## config.mk

```make
export PLATFORM = sky130hd
export DESIGN_NAME = seg7_capture
export DESIGN_NICKNAME = d
export VERILOG_FILES = /design/src/rtl/seg7_pkg.sv /design/src/rtl/seg7_pattern_lookup.sv /design/src/rtl/seg7_capture.sv
export SDC_FILE = /design/constraint.sdc
export NUM_CORES = 1
export LEC_CHECK = 0
export CAP_MARGIN = 5
export CORE_MARGIN = 5
export CORE_UTILIZATION = 58
export DETAILED_ROUTE_END_ITERATION = 10
export PLACE_DENSITY = 0.84
export SLEW_MARGIN = 20
export SYNTH_ARGS = -nofsm -noshare
export SYNTH_HDL_FRONTEND = slang
export SYNTH_SLANG_ARGS = --single-unit
```

## constraint.sdc

```tcl
create_clock -name clk -period 2.59 [get_ports clk]
set_input_delay 0.3885 -clock clk [delete_from_list [all_inputs] [get_ports clk]]
set_output_delay 0.3885 -clock clk [all_outputs]
set_load 0.02 [all_outputs]
```

## src/rtl/seg7_pkg.sv

```systemverilog
// Shared constants for the 7-segment bus reader: segment codes, bit positions,
// FSM state encoding and the lookup result payload.
package seg7_pkg;

  // Segment byte layout {a,b,c,d,e,f,g,dp}, active-high
  localparam int unsigned SEG_BIT_A  = 7;
  localparam int unsigned SEG_BIT_G  = 1;
  localparam int unsigned SEG_BIT_DP = 0;
  localparam int unsigned PAT_W      = SEG_BIT_A - SEG_BIT_G + 1;
  localparam int unsigned NIB_W      = 4;
  localparam int unsigned NUM_CODES  = 16;

  // Hex glyphs as driven on the bus, dp bit clear
  localparam logic [7:0] SEG_0 = 8'hFC;
  localparam logic [7:0] SEG_1 = 8'h60;
  localparam logic [7:0] SEG_2 = 8'hDA;
  localparam logic [7:0] SEG_3 = 8'hF2;
  localparam logic [7:0] SEG_4 = 8'h66;
  localparam logic [7:0] SEG_5 = 8'hB6;
  localparam logic [7:0] SEG_6 = 8'hBE;
  localparam logic [7:0] SEG_7 = 8'hE0;
  localparam logic [7:0] SEG_8 = 8'hFE;
  localparam logic [7:0] SEG_9 = 8'hF6;
  localparam logic [7:0] SEG_A = 8'hEE;
  localparam logic [7:0] SEG_B = 8'h3E;
  localparam logic [7:0] SEG_C = 8'h1A;
  localparam logic [7:0] SEG_D = 8'h7A;
  localparam logic [7:0] SEG_E = 8'h9E;
  localparam logic [7:0] SEG_F = 8'h8E;

  // Indexed by nibble value: SEG_TABLE[n] is the glyph for n
  localparam logic [NUM_CODES-1:0][7:0] SEG_TABLE = {
    SEG_F, SEG_E, SEG_D, SEG_C, SEG_B, SEG_A, SEG_9, SEG_8,
    SEG_7, SEG_6, SEG_5, SEG_4, SEG_3, SEG_2, SEG_1, SEG_0
  };

  // Stability tracker states
  localparam int unsigned ST_W     = 2;
  localparam logic [1:0]  ST_IDLE  = 2'd0;
  localparam logic [1:0]  ST_COUNT = 2'd1;
  localparam logic [1:0]  ST_HELD  = 2'd2;

  // Result of a pattern -> nibble decode
  typedef struct packed {
    logic             hit;
    logic [NIB_W-1:0] nibble;
  } lookup_t;

endpackage

```

## src/rtl/seg7_pattern_lookup.sv

```systemverilog
// Combinational reverse decode of a 7-segment pattern (dp excluded) to a hex nibble.
module seg7_pattern_lookup
  import seg7_pkg::*;
(
  input  logic [PAT_W-1:0] pattern,
  output lookup_t          result_c
);

  // Linear search over the glyph table; glyphs are unique so at most one hits
  always_comb begin
    logic             hit;
    logic [NIB_W-1:0] nibble;
    hit    = 1'b0;
    nibble = '0;
    for (int i = 0; i < int'(NUM_CODES); i++) begin
      if (!hit && pattern == SEG_TABLE[i][SEG_BIT_A:SEG_BIT_G]) begin
        hit    = 1'b1;
        nibble = NIB_W'(i);
      end
    end
    result_c.hit    = hit;
    result_c.nibble = nibble;
  end

endmodule

```

## src/rtl/seg7_capture.sv

```systemverilog
// Monitor for a multiplexed 7-segment display bus. Synchronises the segment and
// digit-select lines, waits for a pattern to be stable, decodes it back to a hex
// nibble and keeps one captured register per digit position.
// Optional build macro: SEG7_CAP_BLANK_EN (all-segments-off commits as a blank
// digit instead of raising the error flag).
module seg7_capture
  import seg7_pkg::*;
#(
  parameter int unsigned NUM_DIGITS    = 4,
  parameter int unsigned STABLE_CYCLES = 4
) (
  input  logic                    clk,
  input  logic                    rst_n,
  input  logic [7:0]              seg_in,
  input  logic [NUM_DIGITS-1:0]   dsel_in,
  input  logic                    clr,
  output logic [4*NUM_DIGITS-1:0] digits_out,
  output logic [NUM_DIGITS-1:0]   dp_out,
  output logic [NUM_DIGITS-1:0]   valid_out,
  output logic                    err_out,
  output logic                    update_pulse
);

  localparam int unsigned IDX_W = (NUM_DIGITS > 1) ? $clog2(NUM_DIGITS) : 1;
  localparam int unsigned CNT_W = $clog2(STABLE_CYCLES + 1);
  localparam logic [NUM_DIGITS-1:0] DSEL_ONE   = NUM_DIGITS'(1);
  localparam logic [CNT_W-1:0]      CNT_LAST   = CNT_W'(STABLE_CYCLES - 1);
  localparam logic                  COMMIT_NOW = (STABLE_CYCLES == 1);

  logic [7:0]            seg_meta, s_seg, prev_seg;
  logic [NUM_DIGITS-1:0] dsel_meta, s_dsel, prev_dsel;
  logic                  match_c, onehot_c;

  logic [ST_W-1:0]  state, state_nxt;
  logic [CNT_W-1:0] cnt, cnt_nxt;
  logic             commit_c, commit_q;

  logic [ST_W-1:0]  entry_state_c;
  logic [CNT_W-1:0] entry_cnt_c;
  logic             entry_commit_c;

  logic [IDX_W-1:0] idx_c;
  lookup_t          lookup_c;

  // Two-flop synchronisers for the asynchronous display bus
  always_ff @(posedge clk or negedge rst_n) begin
    if (!rst_n) begin
      seg_meta  <= '0;
      s_seg     <= '0;
      dsel_meta <= '0;
      s_dsel    <= '0;
    end else begin
      seg_meta  <= seg_in;
      s_seg     <= seg_meta;
      dsel_meta <= dsel_in;
      s_dsel    <= dsel_meta;
    end
  end

  // Previous-sample register; also holds the committed sample for the capture stage
  always_ff @(posedge clk or negedge rst_n) begin
    if (!rst_n) begin
      prev_seg  <= '0;
      prev_dsel <= '0;
    end else begin
      prev_seg  <= s_seg;
      prev_dsel <= s_dsel;
    end
  end

  assign match_c  = ({s_seg, s_dsel} == {prev_seg, prev_dsel});
  assign onehot_c = (s_dsel != '0) && ((s_dsel & (s_dsel - DSEL_ONE)) == '0);

  // Fresh-interval evaluation shared by IDLE and a change seen while HELD
  always_comb begin
    entry_state_c  = ST_IDLE;
    entry_cnt_c    = '0;
    entry_commit_c = 1'b0;
    if (onehot_c) begin
      if (COMMIT_NOW) begin
        entry_state_c  = ST_HELD;
        entry_commit_c = 1'b1;
      end else begin
        entry_state_c = ST_COUNT;
        entry_cnt_c   = CNT_W'(1);
      end
    end
  end

  // FSM state and stability counter
  always_ff @(posedge clk or negedge rst_n) begin
    if (!rst_n) begin
      state <= ST_IDLE;
      cnt   <= '0;
    end else begin
      state <= state_nxt;
      cnt   <= cnt_nxt;
    end
  end

  // Next-state logic: one commit per stable interval, counter saturates at the commit point
  always_comb begin
    state_nxt = state;
    cnt_nxt   = cnt;
    commit_c  = 1'b0;
    case (state)
      ST_IDLE: begin
        state_nxt = entry_state_c;
        cnt_nxt   = entry_cnt_c;
        commit_c  = entry_commit_c;
      end
      ST_COUNT: begin
        if (!onehot_c) begin
          state_nxt = ST_IDLE;
          cnt_nxt   = '0;
        end else if (!match_c) begin
          cnt_nxt = CNT_W'(1);
        end else if (cnt == CNT_LAST) begin
          state_nxt = ST_HELD;
          cnt_nxt   = '0;
          commit_c  = 1'b1;
        end else begin
          cnt_nxt = cnt + CNT_W'(1);
        end
      end
      ST_HELD: begin
        if (!match_c) begin
          state_nxt = entry_state_c;
          cnt_nxt   = entry_cnt_c;
          commit_c  = entry_commit_c;
        end
      end
      default: begin
        state_nxt = ST_IDLE;
        cnt_nxt   = '0;
      end
    endcase
    if (clr) begin
      state_nxt = ST_IDLE;
      cnt_nxt   = '0;
      commit_c  = 1'b0;
    end
  end

  // One-hot digit select of the committed sample to a digit index
  always_comb begin
    idx_c = '0;
    for (int k = 0; k < int'(NUM_DIGITS); k++) begin
      if (prev_dsel[k]) idx_c = IDX_W'(k);
    end
  end

  seg7_pattern_lookup u_lookup (
    .pattern  (prev_seg[SEG_BIT_A:SEG_BIT_G]),
    .result_c (lookup_c)
  );

  // Capture stage: applies a commit to the selected digit one cycle after the decision
  always_ff @(posedge clk or negedge rst_n) begin
    if (!rst_n) begin
      commit_q     <= 1'b0;
      update_pulse <= 1'b0;
      digits_out   <= '0;
      dp_out       <= '0;
      valid_out    <= '0;
      err_out      <= 1'b0;
    end else if (clr) begin
      commit_q     <= 1'b0;
      update_pulse <= 1'b0;
      digits_out   <= '0;
      dp_out       <= '0;
      valid_out    <= '0;
      err_out      <= 1'b0;
    end else begin
      commit_q     <= commit_c;
      update_pulse <= commit_q;
      if (commit_q) begin
        for (int k = 0; k < int'(NUM_DIGITS); k++) begin
          if (idx_c == IDX_W'(k)) begin
            if (lookup_c.hit) begin
              digits_out[4*k +: 4] <= lookup_c.nibble;
              dp_out[k]            <= prev_seg[SEG_BIT_DP];
              valid_out[k]         <= 1'b1;
            end
`ifdef SEG7_CAP_BLANK_EN
            else if (prev_seg[SEG_BIT_A:SEG_BIT_G] == '0) begin
              digits_out[4*k +: 4] <= '0;
              dp_out[k]            <= prev_seg[SEG_BIT_DP];
              valid_out[k]         <= 1'b0;
            end
`endif
            else begin
              valid_out[k] <= 1'b0;
              err_out      <= 1'b1;
            end
          end
        end
      end
    end
  end

endmodule
```

=== Yosys cells after proc, flatten, opt, wreduce, memory -nomap -nowiden ===
Index checks and enable logic that the tools add are counted.

* $add $sub $neg: 2
* Eq/ne operators: 26
* Multiplexer cells: 85
* Bitwise gates (word level): 1
* Reduce and logical (&&, ||, !) cells: 50

{| class="wikitable"
|+ Operator list
! cell !! number
|-
| equality test 7 bit (second input constant) || 11
|-
| two-way mux 4 bit || 17
|-
| two-way mux 1 bit || 46
|-
| two-way mux 16 bit || 2
|-
| two-way mux 3 bit || 9
|-
| equality test 7 x 6 -> 1 bit (second input constant) || 3
|-
| two-way mux 2 bit || 9
|-
| logical AND 1 bit || 16
|-
| logical NOT 1 bit || 15
|-
| AND reduction 3 bit || 5
|-
| equality test 12 bit || 1
|-
| nonzero test 2 bit || 6
|-
| one-hot mux 3 bit (3 select lines) || 1
|-
| inequality test 4 bit (second input constant) || 2
|-
| AND reduction 2 bit || 4
|-
| equality test 7 x 4 -> 1 bit (second input constant) || 1
|-
| equality test 7 x 5 -> 1 bit (second input constant) || 1
|-
| equality test 2 bit (second input constant) || 3
|-
| one-hot mux 2 bit (3 select lines) || 1
|-
| bitwise AND 4 bit || 1
|-
| equality test 2 x 1 -> 1 bit (second input constant) || 2
|-
| logical NOT 2 bit || 2
|-
| logical NOT 4 bit || 1
|-
| nonzero test 4 bit || 1
|-
| 4 further kinds || 4
|}

* Register bits: 68
* Input port bits: 15
* Output and inout port bits: 26
* Word-level logic and storage cells: 187

=== Depth between registers and ports, before layout ===
* Depth in word-level cells: 57
* Gate-level depth with buffers: 8
* Depth with buffers taken out: 6

=== Cells and area by module ===
From an unflattened synthesis, not the netlist that was laid out.

* Cell total of the unflattened synthesis: 229
* Area, all modules: 2765.2 um^2

{| class="wikitable"
|+ By module, submodules not included
! module !! times used !! cells an instance !! area an instance (um^2) !! seq. area each (um^2)
|-
| seg7_capture || 1 || 178 || 2437.3 || 1701.6
|-
| seg7_pattern_lookup || 1 || 51 || 327.8 || 0.0
|}

=== Least setup slack after synthesis ===
OpenSTA, ideal clock, no wires.

* Path kind: reg-to-reg
* Start: reg prev_seg[6]
* End: reg digits_out[12]
* Library setup time: 0.094 ns
* Arrival time: 1.597 ns
* Required time: 2.496 ns
* Setup slack: 0.899 ns
* Cell stages (with the launch flop): 7
* Buffers on the path: 0
* Period minus slack after synthesis: 1.691 ns
* Path through: dfrtp_1 -> or3b_1 -> or2_0 -> a32o_1 -> o311ai_1 -> nor2b_4 -> a211oi_1

* Word-level cells in the longest chain between the ends: 51
* Elaborated cells between the ends (all ways): 83
* Those cells by class: eq/ne: 16; mux: 35; reduce/logical: 32

{| class="wikitable"
|+ RTL lines
! element !! line !! RTL
|-
| from (decl) || seg7_capture.sv:30 || <nowiki>logic [7:0] seg_meta, s_seg, prev_seg;</nowiki>
|-
| from (signal assigned) || seg7_capture.sv:66 || <nowiki>prev_seg <= s_seg;</nowiki>
|-
| equality test 7 bit || seg7_pattern_lookup.sv:16 || <nowiki>if (!hit && pattern == SEG_TABLE[i][SEG_BIT_A:SEG_BIT_G]) begin</nowiki>
|-
| two-way mux 1 bit || seg7_pattern_lookup.sv:16 ||
|-
| logical NOT 1 bit || seg7_pattern_lookup.sv:16 ||
|-
| logical AND 1 bit || seg7_pattern_lookup.sv:16 ||
|-
| two-way mux 1 bit || seg7_pattern_lookup.sv:16 ||
|-
| logical NOT 1 bit || seg7_pattern_lookup.sv:16 ||
|-
| logical AND 1 bit || seg7_pattern_lookup.sv:16 ||
|-
| two-way mux 1 bit || seg7_pattern_lookup.sv:16 ||
|-
| (+35 left out) || n/a ||
|-
| two-way mux 1 bit || seg7_pattern_lookup.sv:16 ||
|-
| logical NOT 1 bit || seg7_pattern_lookup.sv:16 ||
|-
| logical AND 1 bit || seg7_pattern_lookup.sv:16 ||
|-
| two-way mux 4 bit || seg7_pattern_lookup.sv:16 ||
|-
| two-way mux 4 bit || seg7_capture.sv:180 || <nowiki>if (lookup_c.hit) begin</nowiki>
|-
| two-way mux 4 bit || seg7_capture.sv:179 || <nowiki>if (idx_c == IDX_W'(k)) begin</nowiki>
|-
| two-way mux 16 bit || seg7_capture.sv:177 || <nowiki>if (commit_q) begin</nowiki>
|-
| two-way mux 16 bit || seg7_capture.sv:167 || <nowiki>end else if (clr) begin</nowiki>
|-
| to (signal, indexed assignment) || seg7_capture.sv:181 || <nowiki>digits_out[4*k +: 4] <= lookup_c.nibble;</nowiki>
|-
| to (decl) || seg7_capture.sv:17 || <nowiki>output logic [4*NUM_DIGITS-1:0] digits_out,</nowiki>
|}

Several ways; a longest one is shown, not always the timed one. The select of a mux whose other input is x is not followed.
A chain may end at the register's enable or synchronous reset.

=== Final worst setup path ===
* Start: reg prev_seg[7]
* End: reg digits_out[0]

Same word-level chain as after synthesis.

==> summary.txt <==
outcome: finished clean
initial antenna violation count: 0
slowest cell on the critical path: dfrtp_1
P_leak: 1.483 nW
crit-path max cell delay: 0.69 ns
core box area: 4786 sq um
RSZ-0062 raised after global routing: no
final core occ: 74.09%
die area: 6542 sq um
maximum clock path buffer count: 2
Max Cap Viol: 0
Slew HR: 52.58%
Vias/cell: 5.586
vias in the first global route: 2,001
wire length per cell: 15.96 um
Slew @ Worst Pin: 0.7113 ns
Final Power: 2.137 mW
upper clock frequency limit: 457.3 MHz
Layout area overhead: 21.68%
Final Hold Fails: 0
Clock Tree Root: clkbuf_8
die width: 80.88 um
placed instance area: 3343 sq um
Clock Sinks: 68
vias post-DR: 1,983
setup TNS: 0 ns
crit-path cells: or3b_1 > a21oi_2 > nor4_4 > nand3_4 > nor2b_4 > a211oi_1
Final ANT Viol Nets: 0
placed cells: 339
post-cts resize count: 0
hold crit path type: input pin to asynchronous set/reset pin
largest net degree at the start of global routing: 39
commonest cells in the netlist: 68 x dfrtp_1, 22 x a21oi_1, 15 x nand2b_1, 14 x nand2_1, 14 x xnor2_1
main area contributors after synthesis: dfrtp_1 58%, xnor2_1 4.2%, a21oi_1 3.8%
Async S/R FF share, synth: 100.0%
Antenna diodes: 0
CP required: 2.83 ns
Synth area leader: dfrtp_1
first-pass GRT wire length: 9.673 mm
die height: 80.88 um
VDD IR-drop max: 0.4775 mV
PortBufs: 40
Std-Cell Rows: 25
Post-Layout Cell Count: 355
Starting Density: 60.89%
synthesized instance count: 242
CTS tree: done
critical path class: register to register
sequential-to-total area share from yosys stat: 58.39%
number of synthesized flops with an enable pin: 0
clk_lat worst skew: 0.34 ns
Post-CTS Setup Bufs: 0
Setup WS pre-CTS: 0.4307 ns
H-tree levels: 3
Post-Syn Area per Cell: 12.04 sq um
RePlAce Congestion: 0.8871
Yosys cell types: 49
CP max FO: 17
total global routing overflow: 0
Residual DRC: 0
DRT Pass-1 Iters: 4
CTS buffer count: 9
Period minus WS final: 2.187 ns
gr usage total: 19.90%
worst hold slack: 0.1012 ns
final setup fails: 0
Routed WL: 5.666 mm
syn_nets: 258
Main synth FF type: dfrtp_1
synth warn: 0
pwr dens: 602.6 nW/um^2
post-layout net count: 299
Worst-path clk slew: 0.07 ns
CP Launch Type: register
number of synthesized register bits: 68
share of cells above drive strength 1: 11.81%
CP endpoint kind: register
Fin Clk Skew: 0.006918 ns
Final Max Tran Viols: 0
Setup WS post-layout: 0.4031 ns
Final Cell Area: 3546 sq um
final period utilization: 84.44%
hold_buf cts: 0
Iteration-0 DRC Markers: 172
Worst Path Arrival: 2.42 ns
post-DP HPWL: 4.053 mm
top-count cell post-synth: dfrtp_1
Post-Syn Area: 2914 sq um
I/O pins: 41
Yosys top cell area share: 58.39%
-- cells in the final DEF, fill, tap and decap left out, types with 2 or more instances in the layout --
cell             instances
clkinv_2                 2
mux2i_1                  8
nor3_2                   3
nor2_1                   4
nor3b_2                  2
a21oi_1                 22
clkdlybuf4s50_1         39
clkbuf_8                11
and2_1                   3
a21o_1                   2
o21ai_0                  6
inv_1                    4
nand2_1                 14
dfrtp_1                 68
nand2_2                  2
nor2b_1                  6
o21a_1                   2
nor3b_1                  3
nand3b_1                 2
nand2b_1                15
nand3_1                  2
a211oi_1                12
nor4_4                   2
nand4_1                  6
o22ai_1                  2
or3b_1                   2
xnor2_1                 14
o21ai_1                  2
nor3_1                   3
-- where the power goes --
group          total, mW  switching [mW]  internal [mW]  leakage, nW
clock network      0.874           0.380          0.494        0.102
logic              0.132          0.0688         0.0630        0.515
registers           1.13          0.0393           1.09        0.866
total               2.14           0.488           1.65         1.48
-- layout make-up --
class                      count  area (sq um)
timing repair buffer          42         422.9
tap                           67         83.83
clock inverter                 4         47.55
fill                         329          1240
sequential                    68          1702
multi-input combinational    158          1120
clock buffer                  12         155.1
inverter                       4         15.01
-- sequential cells by signal, summed over array words and instances, names as in the netlist, 4 cells and up --
| name | count |
|---|---|
| prev_seg | 8 |
| dp_out | 4 |
| s_seg | 8 |
| dsel_meta | 4 |
| seg_meta | 8 |
| valid_out | 4 |
| s_dsel | 4 |
| digits_out | 16 |
| prev_dsel | 4 |
-- path summary, 6_finish.rpt --
kind	start	to	slack (ns)	depth (start not counted)
worst max register to register	prev_seg[7]$_DFF_PN0_	digits_out[0]$_DFFE_PN0P_	0.40	6
min in group clk	seg_meta[6]$_DFF_PN0_	s_seg[6]$_DFF_PN0_	0.34	0
worst min register to register	seg_meta[6]$_DFF_PN0_	s_seg[6]$_DFF_PN0_	0.34	0
worst min-delay path	rst_n	err_out$_DFFE_PN0P_	0.10	1
worst max-delay path	prev_seg[7]$_DFF_PN0_	digits_out[0]$_DFFE_PN0P_	0.40	6
max in group asynchronous	rst_n	s_dsel[1]$_DFF_PN0_	1.86	2
-- layer usage --
metal	part of all wire, %	vias up	GRT usage, %
met5	0	-	0
met4	3.5	0	12.16
met3	5.6	19	3.991
met2	48	69	31.20
met1	43	946	25.48
li1	-	949	-
-- critical path: cells and delay by family, from the launching register on --
kind            cells  cell delay [ns]
simple gates        4             1.09
flops               1             0.69
compound gates      2             0.32
-- cells by family (layout without fill, tap and decap cells) --
family          after synthesis  count (layout)  synth area share, %
compound gates               57              57                12.32
fa+ha+maj                     1               1               0.4293
mux                           8               8                2.748
buf+inv                      16              62                3.177
simple gates                 76              76                17.86
flops                        68              68                58.39
xor+xnor                     16              16                5.067
No activity file was read; power rests on OpenSTA's default activity.
